[src/rtl/socket_reader.sv]
// socket_reader
// Drain-side adapter for the socket FIFO. Pops words from the socket read
// port, absorbs its one-cycle registered read latency in a 2-entry buffer,
// and presents the words as a valid/ready stream with frame markers.
//
// Parameters:
//   DATA_WIDTH  word width (must match the socket)
//   FRAME_LEN   words per frame (>= 1)
// Ports:
//   i_clk         clock
//   i_rst         synchronous active-high reset
//   i_fifo_data   socket read data, valid the cycle after a granted read
//   i_fifo_empty  socket empty flag
//   o_fifo_rd_en  socket read enable (combinational)
//   o_data        stream data
//   o_valid       stream data valid
//   i_ready       downstream accepts the word
//   o_last        current word is the last of its frame
//   o_frame_cnt   completed frames, wraps modulo 2^16
module socket_reader #(
  parameter int DATA_WIDTH = 8,
  parameter int FRAME_LEN  = 4
) (
  input  logic                  i_clk,
  input  logic                  i_rst,
  input  logic [DATA_WIDTH-1:0] i_fifo_data,
  input  logic                  i_fifo_empty,
  output logic                  o_fifo_rd_en,
  output logic [DATA_WIDTH-1:0] o_data,
  output logic                  o_valid,
  input  logic                  i_ready,
  output logic                  o_last,
  output logic [15:0]           o_frame_cnt
);

  localparam int IDX_W = (FRAME_LEN > 1) ? $clog2(FRAME_LEN) : 1;
  localparam logic [IDX_W-1:0] IDX_LAST = IDX_W'(FRAME_LEN - 1);

  logic                  rd_ptr_reg;
  logic                  wr_ptr_reg;
  logic                  inflight_reg;
  logic [1:0]            count_reg;
  logic [1:0]            count_next;
  logic [IDX_W-1:0]      idx_reg;
  logic [IDX_W-1:0]      idx_next;
  logic [15:0]           frame_cnt_reg;
  logic [15:0]           frame_cnt_next;
  logic [DATA_WIDTH-1:0] slot_q [2];
  logic                  pop;

  // Two buffer slots. Data needs no reset: count gates its visibility.
  genvar gi;
  generate
    for (gi = 0; gi < 2; gi++) begin : g_slot
      logic [DATA_WIDTH-1:0] slot_reg;
      always_ff @(posedge i_clk) begin
        if (inflight_reg && (wr_ptr_reg == 1'(gi))) begin
          slot_reg <= i_fifo_data;
        end
      end
      assign slot_q[gi] = slot_reg;
    end
  endgenerate

  assign o_valid     = (count_reg != 2'd0);
  assign o_data      = slot_q[rd_ptr_reg];
  assign o_last      = o_valid && (idx_reg == IDX_LAST);
  assign o_frame_cnt = frame_cnt_reg;
  assign pop         = o_valid && i_ready;

  // Occupancy after this edge: stored words plus the word arriving now,
  // minus the word leaving now. pop implies count >= 1, so no underflow,
  // and reads are only issued while this stays below 2, so it fits 2 bits.
  assign count_next = count_reg + {1'b0, inflight_reg} - {1'b0, pop};

  // A new read is granted only if its data will find a free slot when it
  // arrives next cycle.
  assign o_fifo_rd_en = !i_rst && !i_fifo_empty && (count_next < 2'd2);

  always_comb begin
    idx_next       = idx_reg;
    frame_cnt_next = frame_cnt_reg;
    if (pop) begin
      if (idx_reg == IDX_LAST) begin
        idx_next       = '0;
        frame_cnt_next = frame_cnt_reg + 16'd1;
      end else begin
        idx_next = idx_reg + IDX_W'(1);
      end
    end
  end

  always_ff @(posedge i_clk) begin
    if (i_rst) begin
      count_reg     <= 2'd0;
      inflight_reg  <= 1'b0;
      rd_ptr_reg    <= 1'b0;
      wr_ptr_reg    <= 1'b0;
      idx_reg       <= '0;
      frame_cnt_reg <= 16'd0;
    end else begin
      count_reg     <= count_next;
      inflight_reg  <= o_fifo_rd_en;
      idx_reg       <= idx_next;
      frame_cnt_reg <= frame_cnt_next;
      if (pop) begin
        rd_ptr_reg <= !rd_ptr_reg;
      end
      if (inflight_reg) begin
        wr_ptr_reg <= !wr_ptr_reg;
      end
    end
  end

endmodule

[config.mk]
export PLATFORM = sky130hd
export DESIGN_NAME = socket_reader
export DESIGN_NICKNAME = d
export VERILOG_FILES = /design/src/rtl/socket_reader.sv
export SDC_FILE = /design/constraint.sdc
export NUM_CORES = 1
export LEC_CHECK = 0
export BUFFER_PORTS_ARGS = -buffer_cell sky130_fd_sc_hd__buf_2
export CAP_MARGIN = 15
export CORE_ASPECT_RATIO = 0.6
export CORE_MARGIN = 8
export CORE_UTILIZATION = 54
export CTS_CLUSTER_SIZE = 12
export DETAILED_ROUTE_END_ITERATION = 8
export HOLD_SLACK_MARGIN = 0.05
export MAX_ROUTING_LAYER = met4
export PLACE_DENSITY = 0.81
export SETUP_SLACK_MARGIN = 0.1
export SYNTH_ARGS = -nofsm -noshare
export SYNTH_HDL_FRONTEND = slang
export SYNTH_SLANG_ARGS = --single-unit
[constraint.sdc]
create_clock -name i_clk -period 5.25 [get_ports i_clk]
set_input_delay 0.2625 -clock i_clk [delete_from_list [all_inputs] [get_ports i_clk]]
set_output_delay 0.2625 -clock i_clk [all_outputs]
set_load 0.05 [all_outputs]
* Yosys cells after proc, flatten, opt, wreduce, memory -nomap -nowiden
Cells that the tools add are included.
** Cells by class
- Reduce and logical (&&, ||, !) cells :: 12
- $add $sub $neg :: 4
- Mux-type cells :: 4
- Bitwise operators :: 2
- Equal/unequal tests :: 1
- Magnitude comparators :: 2
** Operators by type and width (number)
- two-way mux 8 bit :: 3
- adder 16 x 1 -> 16 bit, second input constant :: 1
- logical AND 1 bit :: 6
- logical NOT 1 bit :: 4
- adder 2 x 1 -> 2 bit :: 1
- adder 2 x 1 -> 2 bit, second input constant :: 1
- equality test 2 bit, second input constant :: 1
- >= comparator 2 bit, second input constant :: 1
- less-than comparator 2 bit, second input constant :: 1
- two-way mux 2 bit :: 1
- inverter 1 -> 2 bit :: 1
- AND reduction 2 bit :: 1
- nonzero test 2 bit :: 1
- subtractor 2 x 1 -> 2 bit :: 1
- inverter 1 bit :: 1
** Storage, ports and cells
- Register bits :: 39
- Input port bits :: 12
- Output and inout port bits :: 27

* Depth between registers and ports, before layout
Gate-level depths: netlist (run 1).
- Depth in word-level cells :: 5
- Mapped depth :: 8
- Mapped depth without buffers :: 8

* Worst setup path after synthesis (run 1)
OpenSTA, ideal clock, no wires.
- Kind :: flip-flop to output port
- Start :: reg count_reg[1]
- End :: out o_fifo_rd_en
- Data arrival time :: 2515 ps
- Path buffers :: 0
- Slack :: 2473 ps
- Required time :: 4988 ps
- Cell stages (with the launch flop) :: 9
- Path through :: dfxtp_1 -> o21ai_1 -> inv_1 -> ha_1 -> inv_1 -> ha_1 -> xnor2_1 -> xnor2_1 -> nor3_1
** On the way
- Longest elaborated chain between the ends :: 5
- Elaborated cells on any way between the ends :: 6
- Classes of those cells :: add/sub (2); order compare (1); reduce/logical (3)
** Ends and longest elaborated chain
- start, declared :: line 42 : logic [1:0] count_reg;
- start signal, assigned :: line 102 : count_reg <= count_next;
- nonzero test 2 bit :: line 65 : assign o_valid = (count_reg != 2'd0);
- logical AND 1 bit :: line 69 : assign pop = o_valid && i_ready;
- named net pop :: line 49 : logic pop;
- subtractor 2 x 1 -> 2 bit :: line 74 : assign count_next = count_reg + {1'b0, inflight_reg} - {1'b0, pop};
- less-than comparator 2 bit :: line 78 : assign o_fifo_rd_en = !i_rst && !i_fifo_empty && (count_next < 2'd2);
- logical AND 1 bit :: line 78
- end, declared :: line 28 : output logic o_fifo_rd_en,
The timed path passes the listed nets, and every way through them passes these cells.

* Worst setup path in the final report (run 1)
Ends and elaborated chain as after synthesis.

==> results of run 1 <==
## worst min path at each step
stage	cells past startpoint	startpoint	endpoint	slack, ns
floorplan	1	i_rst	count_reg[0]$_SDFF_PP0_	0.33
global placement	2	i_fifo_empty	inflight_reg$_SDFF_PP0_	0.45
detailed placement	2	i_fifo_empty	inflight_reg$_SDFF_PP0_	0.45
CTS	2	i_fifo_empty	inflight_reg$_SDFF_PP0_	0.14
global route	1	i_fifo_data[0]	g_slot[1].slot_reg[0]$_DFFE_PP_	0.14
finish	2	i_fifo_empty	inflight_reg$_SDFF_PP0_	0.15
## cell type report
| type | instances | area share [%] |
|---|---|---|
| repair buffers | 38 | 9.756 |
| well taps | 42 | 2.696 |
| multi-input cells | 93 | 32.41 |
| flip-flops and latches | 39 | 48.27 |
| clock buffers | 5 | 3.530 |
| clock inverters | 3 | 1.990 |
| inverters | 7 | 1.348 |
## logic make-up after synthesis
family	share of synthesized area, %
AND/OR/NAND/NOR	16.42
flip-flops	58.25
AO/OA/AOI/OAI	5.809
XOR/XNOR	7.591
buffers and inverters	2.634
multiplexers	6.197
adder cells (fa/ha/maj)	3.098
## metrics by stage
step	utilization [%]	setup WS, ns	power, mW	hold slack, ns
after floorplan	-	2.473	0.5763	0.3341
after global placement	64.56	3.050	0.6202	0.4471
after detailed placement	64.56	2.896	0.6334	0.4544
after CTS	68.33	2.554	0.8734	0.1439
after global routing	68.33	2.421	0.9093	0.1427
final	68.33	2.522	0.8665	0.1529
## power by group
part | switching, mW | internal (mW) | total, mW | leakage (nW)
logic | 0.167 | 0.0819 | 0.249 | 0.398
registers | 0.0285 | 0.350 | 0.378 | 0.332
clock network | 0.100 | 0.139 | 0.240 | 0.0556
## worst register-to-register path: stages, from the launching register on
cell      delay (ns)
dfxtp_1         0.36
ha_1            0.24
o211ai_1        0.34
or3_4           0.52
or4_1           0.48
a21oi_1         0.14
## cell usage in the layout (no fill, tap or decap), types with 2 or more instances in the layout
cell,count
a21oi_1,7
and2_1,2
buf_2,38
clkbuf_8,5
dfxtp_1,23
edfxtp_1,16
ha_1,4
inv_1,7
mux2_2,8
nand2_1,7
nand3_1,5
nand4_1,3
nor2_1,14
nor2b_1,3
nor3_1,7
nor4_1,4
o31ai_1,2
or4_1,2
xnor2_1,11
xor2_1,3
## routing by layer
metal  track usage [%]  part of all wire [%]  routed length, um  up-vias
met5                 -                     0                  0        -
met3             5.964                   6.2                213        6
li1                  -                     -                  -      594
met2             24.24                    49               1697       38
met1             16.02                    43               1489      588
met4             5.839                   1.8                 61        0
==> run_results.csv, run 1 <==
group,metric,value,unit
clock_tree,clkSlewWorstSetupHoldPaths,0.07,ns
grt,grt_overflow,0,
finish,seq_area,940.9,um^2
timing,setup_tns,0,ns
worst_setup_path,cp_cell_sequence,"o21ai_1 > inv_1 > ha_1 > inv_1 > ha_1 > xnor2_1 > xnor2_1 > nor3_1 > buf_2",
finish,fin_area,1949,um^2
grt,grt_max_degree,25,
clock_tree,cts_hold_buf,0,
grt,groute.usage.overall,14.84,%
yosys,yosys_warnings,0,
floorplan,design.die.area,5055,um^2
yosys,ys_seq_area_share,58.25,%
clock_tree,clkLatencyLatePin,0.29,ns
worst_setup_path,crit_family,"adder cells",
yosys,syn_area_per_cell,11.30,um^2
clock_tree,cts_setup_buffers,0,
hold_path,hp-class,"primary input to flop",
yosys,synth.distinct_cells,31,
timing,maxSlewHeadroom,46.78,%
clock_tree,root_buffer,"clkbuf_8",
clock_tree,cts_sinks,39,
timing,hold_viol_final,0,
drt,antenna_left,0,
drt,post-route-drc-count,0,
timing,fmax,366.6,MHz
floorplan,start_util,56.62,%
grt,antenna_found_initial,0,
drt,num_vias,1226,
yosys,synth-edff-count,16,
drt,drt_iter0_drc,85,
timing,grt_setup_unrepaired,"false",
finish,drive_above_1_share,30.81,%
finish,antenna_cells,0,
grt,grt_pass1_vias,1254,
drt,via_per_inst,5.401,
timing,finalCritPeriodShare,51.96,%
finish,nets,200,
timing,tightest_slew,0.7949,ns
yosys,synth_nets,159,
yosys,synth_common_cells,"dfxtp_1, edfxtp_1, nor2_1",
finish,n_fill_cell,243,
timing,fin_crit,2.728,ns
place,io_buffers,38,
place,dp.cells,219,
worst_setup_path,r2r-start,"idx_reg[0]$_SDFFE_PP0P_",
worst_setup_path,cp-end-kind,"output port",
floorplan,die_w,86.61,um
worst_setup_path,cp_num_buf_inv,3,
place,hpwl,2.563,mm
drt,drt_wl_total,3.462,mm
clock_tree,cts_max_path_buffers,2,
worst_setup_path,rrSetupSlack,3.09,ns
pwr,p_leak,0.7865,nW
worst_setup_path,worst-path-stages,9,
yosys,synthArstFlopShare,0,%
clock_tree,cts_tree,"built",
clock_tree,numCtsBuffers,5,
yosys,postSynthCellCount,143,
yosys,synth.area.top_cells,"edfxtp_1, dfxtp_1, xnor2_1",
drt,firstDrtPassIters,4,
timing,finalSetupViolCount,0,
floorplan,ios,39,
worst_setup_path,critPathRequiredTime,4.99,ns
drt,wire_per_inst,15.25,um
pwr,powerDensity,444.5,nW/um^2
worst_setup_path,endpoint,"o_fifo_rd_en",
worst_setup_path,worstPathMaxFanout,5,
floorplan,num_rows,15,
yosys,ys_ff_latch,39,
grt,grt_pass1_wl,5.637,mm
finish,multiInputGateArea,631.9,um^2
worst_setup_path,cp-start-kind,"flop",
worst_setup_path,timing.rr.end,"o_frame_cnt[12]$_SDFFE_PP0P_",
job,timing.max_cap.violations,0,
timing,slew_violations,0,
floorplan,die_h,58.37,um
worst_setup_path,r2r_cells,5,
yosys,yosys.cell_count.top_type,"dfxtp_1",
timing,skew,0.008321,ns
clock_tree,cts-resized-gates,0,
yosys,netlist.area_leader.share,29.74,%
pwr,ir_drop,298.3,uV
worst_setup_path,arrival,2.47,ns
floorplan,coreArea,2853,um^2
worst_setup_path,path_class,"flop to output port",
place,place_area,1842,um^2
yosys,synth_top_area_cell,"edfxtp_1",
yosys,syn_area,1615,um^2
finish,area_growth,20.68,%
worst_setup_path,critPathMaxStageDelay,0.43,ns
finish,instances_no_fill,227,
yosys,ys.flop_type,"dfxtp_1",
clock_tree,cts.htree.levels,2,
worst_setup_path,crit_slowest_cell,"o21ai_1",
run_status,outcome,"completed",
place,place.gp.congestion,0.7668,
worst_setup_path,timing.critical_path.from,"count_reg[1]$_SDFF_PP0_",
Note: power is estimated with default switching activity, not from simulation.
==> run 2, diff against run 1 <==
--- a/config.mk
+++ b/config.mk
@@ -9,12 +9,12 @@
 export CAP_MARGIN = 15
 export CORE_ASPECT_RATIO = 0.6
 export CORE_MARGIN = 8
-export CORE_UTILIZATION = 54
+export CORE_UTILIZATION = 47
 export CTS_CLUSTER_SIZE = 12
 export DETAILED_ROUTE_END_ITERATION = 8
 export HOLD_SLACK_MARGIN = 0.05
 export MAX_ROUTING_LAYER = met4
-export PLACE_DENSITY = 0.81
+export PLACE_DENSITY = 0.75
 export SETUP_SLACK_MARGIN = 0.1
 export SYNTH_ARGS = -nofsm -noshare
 export SYNTH_HDL_FRONTEND = slang
==> constraint.sdc (replaced) <==
create_clock -name i_clk -period 2.4 [get_ports i_clk]
set_input_delay 0.12 -clock i_clk [delete_from_list [all_inputs] [get_ports i_clk]]
set_output_delay 0.12 -clock i_clk [all_outputs]
set_load 0.05 [all_outputs]
==> run 2 against run 1 <==
Net effect: via count did not move; clock-buffer cell count grew 1; first-iteration DRC count fell by 25%; global-route usage shrank 0.80 points; sequential power is 120% higher; non-clock buffer count up 10; die area grew 11%; register-to-register slack worse by 2.8 ns; core utilization is 5.4 points lower; critical endpoint unchanged; largest power group unchanged.
==> run_results.csv, run 2 (synthesis gave the netlist of run 1 again) <==
group,metric,value,unit
worst_setup_path,path_class,"flop to output port",
pwr,ir_drop,562.1,uV
clock_tree,cts_tree,"built",
floorplan,die_w,91.69,um
drt,num_vias,1226,
drt,firstDrtPassIters,4,
grt,grt_overflow,0,
hold_path,hp-class,"primary input to flop",
worst_setup_path,r2r-start,"idx_reg[0]$_SDFFE_PP0P_",
grt,groute.usage.overall,14.04,%
floorplan,die_h,61.41,um
drt,drt_iter0_drc,64,
worst_setup_path,critPathRequiredTime,2.28,ns
timing,grt_setup_unrepaired,"false",
floorplan,num_rows,16,
clock_tree,clkSlewWorstSetupHoldPaths,0.08,ns
drt,antenna_left,0,
finish,antenna_cells,0,
place,io_buffers,38,
clock_tree,root_buffer,"clkbuf_8",
floorplan,ios,39,
worst_setup_path,cp-end-kind,"output port",
worst_setup_path,arrival,2.02,ns
timing,setup_tns,0,ns
clock_tree,clkLatencyLatePin,0.29,ns
finish,area_growth,27.19,%
timing,fin_crit,2.142,ns
finish,instances_no_fill,240,
timing,maxSlewHeadroom,47.15,%
drt,post-route-drc-count,0,
timing,skew,0.01139,ns
run_status,outcome,"completed",
place,dp.cells,223,
floorplan,coreArea,3263,um^2
finish,final_common_cell,"buf_2",
grt,antenna_found_initial,0,
job,timing.max_cap.violations,0,
clock_tree,numCtsBuffers,5,
clock_tree,cts_max_path_buffers,2,
grt,grt_pass1_vias,1261,
timing,finalCritPeriodShare,89.24,%
worst_setup_path,timing.critical_path.from,"count_reg[1]$_SDFF_PP0_",
finish,nets,210,
worst_setup_path,cp-start-kind,"flop",
drt,drt_wl_total,3.578,mm
floorplan,design.die.area,5630,um^2
timing,hold_viol_final,0,
grt,grt_pass1_wl,5.899,mm
grt,grt_max_degree,25,
clock_tree,cts.htree.levels,2,
floorplan,start_util,49.50,%
hold_path,hp-start,"i_rst",
pwr,p_leak,0.8256,nW
place,hpwl,2.535,mm
place,place.gp.congestion,0.8556,
clock_tree,cts_sinks,39,
worst_setup_path,worstPathMaxFanout,5,
finish,drive_above_1_share,31.28,%
timing,tightest_slew,0.7893,ns
timing,slew_violations,0,
finish,final_cell_mix,"buf_2, dfxtp_1, edfxtp_1, nor2_1",
timing,fmax,466.9,MHz
pwr,powerDensity,899.7,nW/um^2
drt,wire_per_inst,14.91,um
drt,via_per_inst,5.108,
timing,finalSetupViolCount,0,
==> run 2: where the power goes <==
group          switching [mW]  total [mW]  internal [mW]
clock network           0.210       0.408          0.198
registers              0.0700       0.837          0.767
logic                   0.379       0.604          0.225
total                   0.659        1.85           1.19
==> run 2: timing repair <==
| action | CTS | global route |
|---|---|---|
| endpoints found under the hold margin | 17 | 0 |
| hold buffers | 9 | 0 |
| setup buffers | 0 | 0 |
| resized for setup | 0 | 7 |
| endpoints found under the setup margin | 0 | 1 |
==> run 2: worst paths after layout <==
path / endpoint / slack (ns) / cells after the start
max reg2reg: o_frame_cnt[12]$_SDFFE_PP0P_ / 0.32 / 5
max: o_fifo_rd_en / 0.26 / 9
min reg2reg: o_frame_cnt[1]$_SDFFE_PP0P_ / 0.50 / 2
min: o_frame_cnt[5]$_SDFFE_PP0P_ / 0.25 / 2
==> run 2: layer usage <==
metal / part of all wire [%] / wire, um / vias up / GRT usage, %
met4: 1.6 / 58 / 0 / 6.697
li1: - / - / 608 / -
met1: 43 / 1524 / 578 / 15.18
met5: 0 / 0 / - / -
met3: 6.0 / 213 / 5 / 5.353
met2: 50 / 1782 / 35 / 22.94
==> run 2: worst max-delay path: stages (launching register included) <==
cell and delay [ns]:
dfxtp_2 0.36, o21ai_2 0.18, inv_1 0.06, ha_1 0.26, inv_1 0.04, ha_1 0.20
xnor2_2 0.16, xnor2_2 0.16, nor3_2 0.13, buf_6 0.18
==> run 2: through the flow <==
stage	area, um^2	worst slack [ns]	hold slack, ns	power, mW	util [%]
after global placement	1858	0.4106	0.3081	1.369	56.94
final	2054	0.2583	0.2458	1.848	62.96
after CTS	2028	0.1355	0.2470	1.817	62.15
after detailed placement	1858	0.3262	0.3135	1.395	56.94
after global routing	2054	0.1172	0.2638	1.951	62.96
after floorplan	1620	0.1895	0.1916	1.265	-
==> run 2: area by class of cell <==
| type | instances | area, um^2 |
|---|---|---|
| Clock inverter | 2 | 7.507 |
| Timing Repair Buffer | 48 | 294.0 |
| Clock buffer | 6 | 72.57 |
| Sequential cell | 39 | 942.2 |
| Multi-Input combinational cell | 93 | 655.6 |
| Inverter | 7 | 26.28 |
| Fill cell | 261 | 1209 |
| Tap cell | 45 | 56.30 |
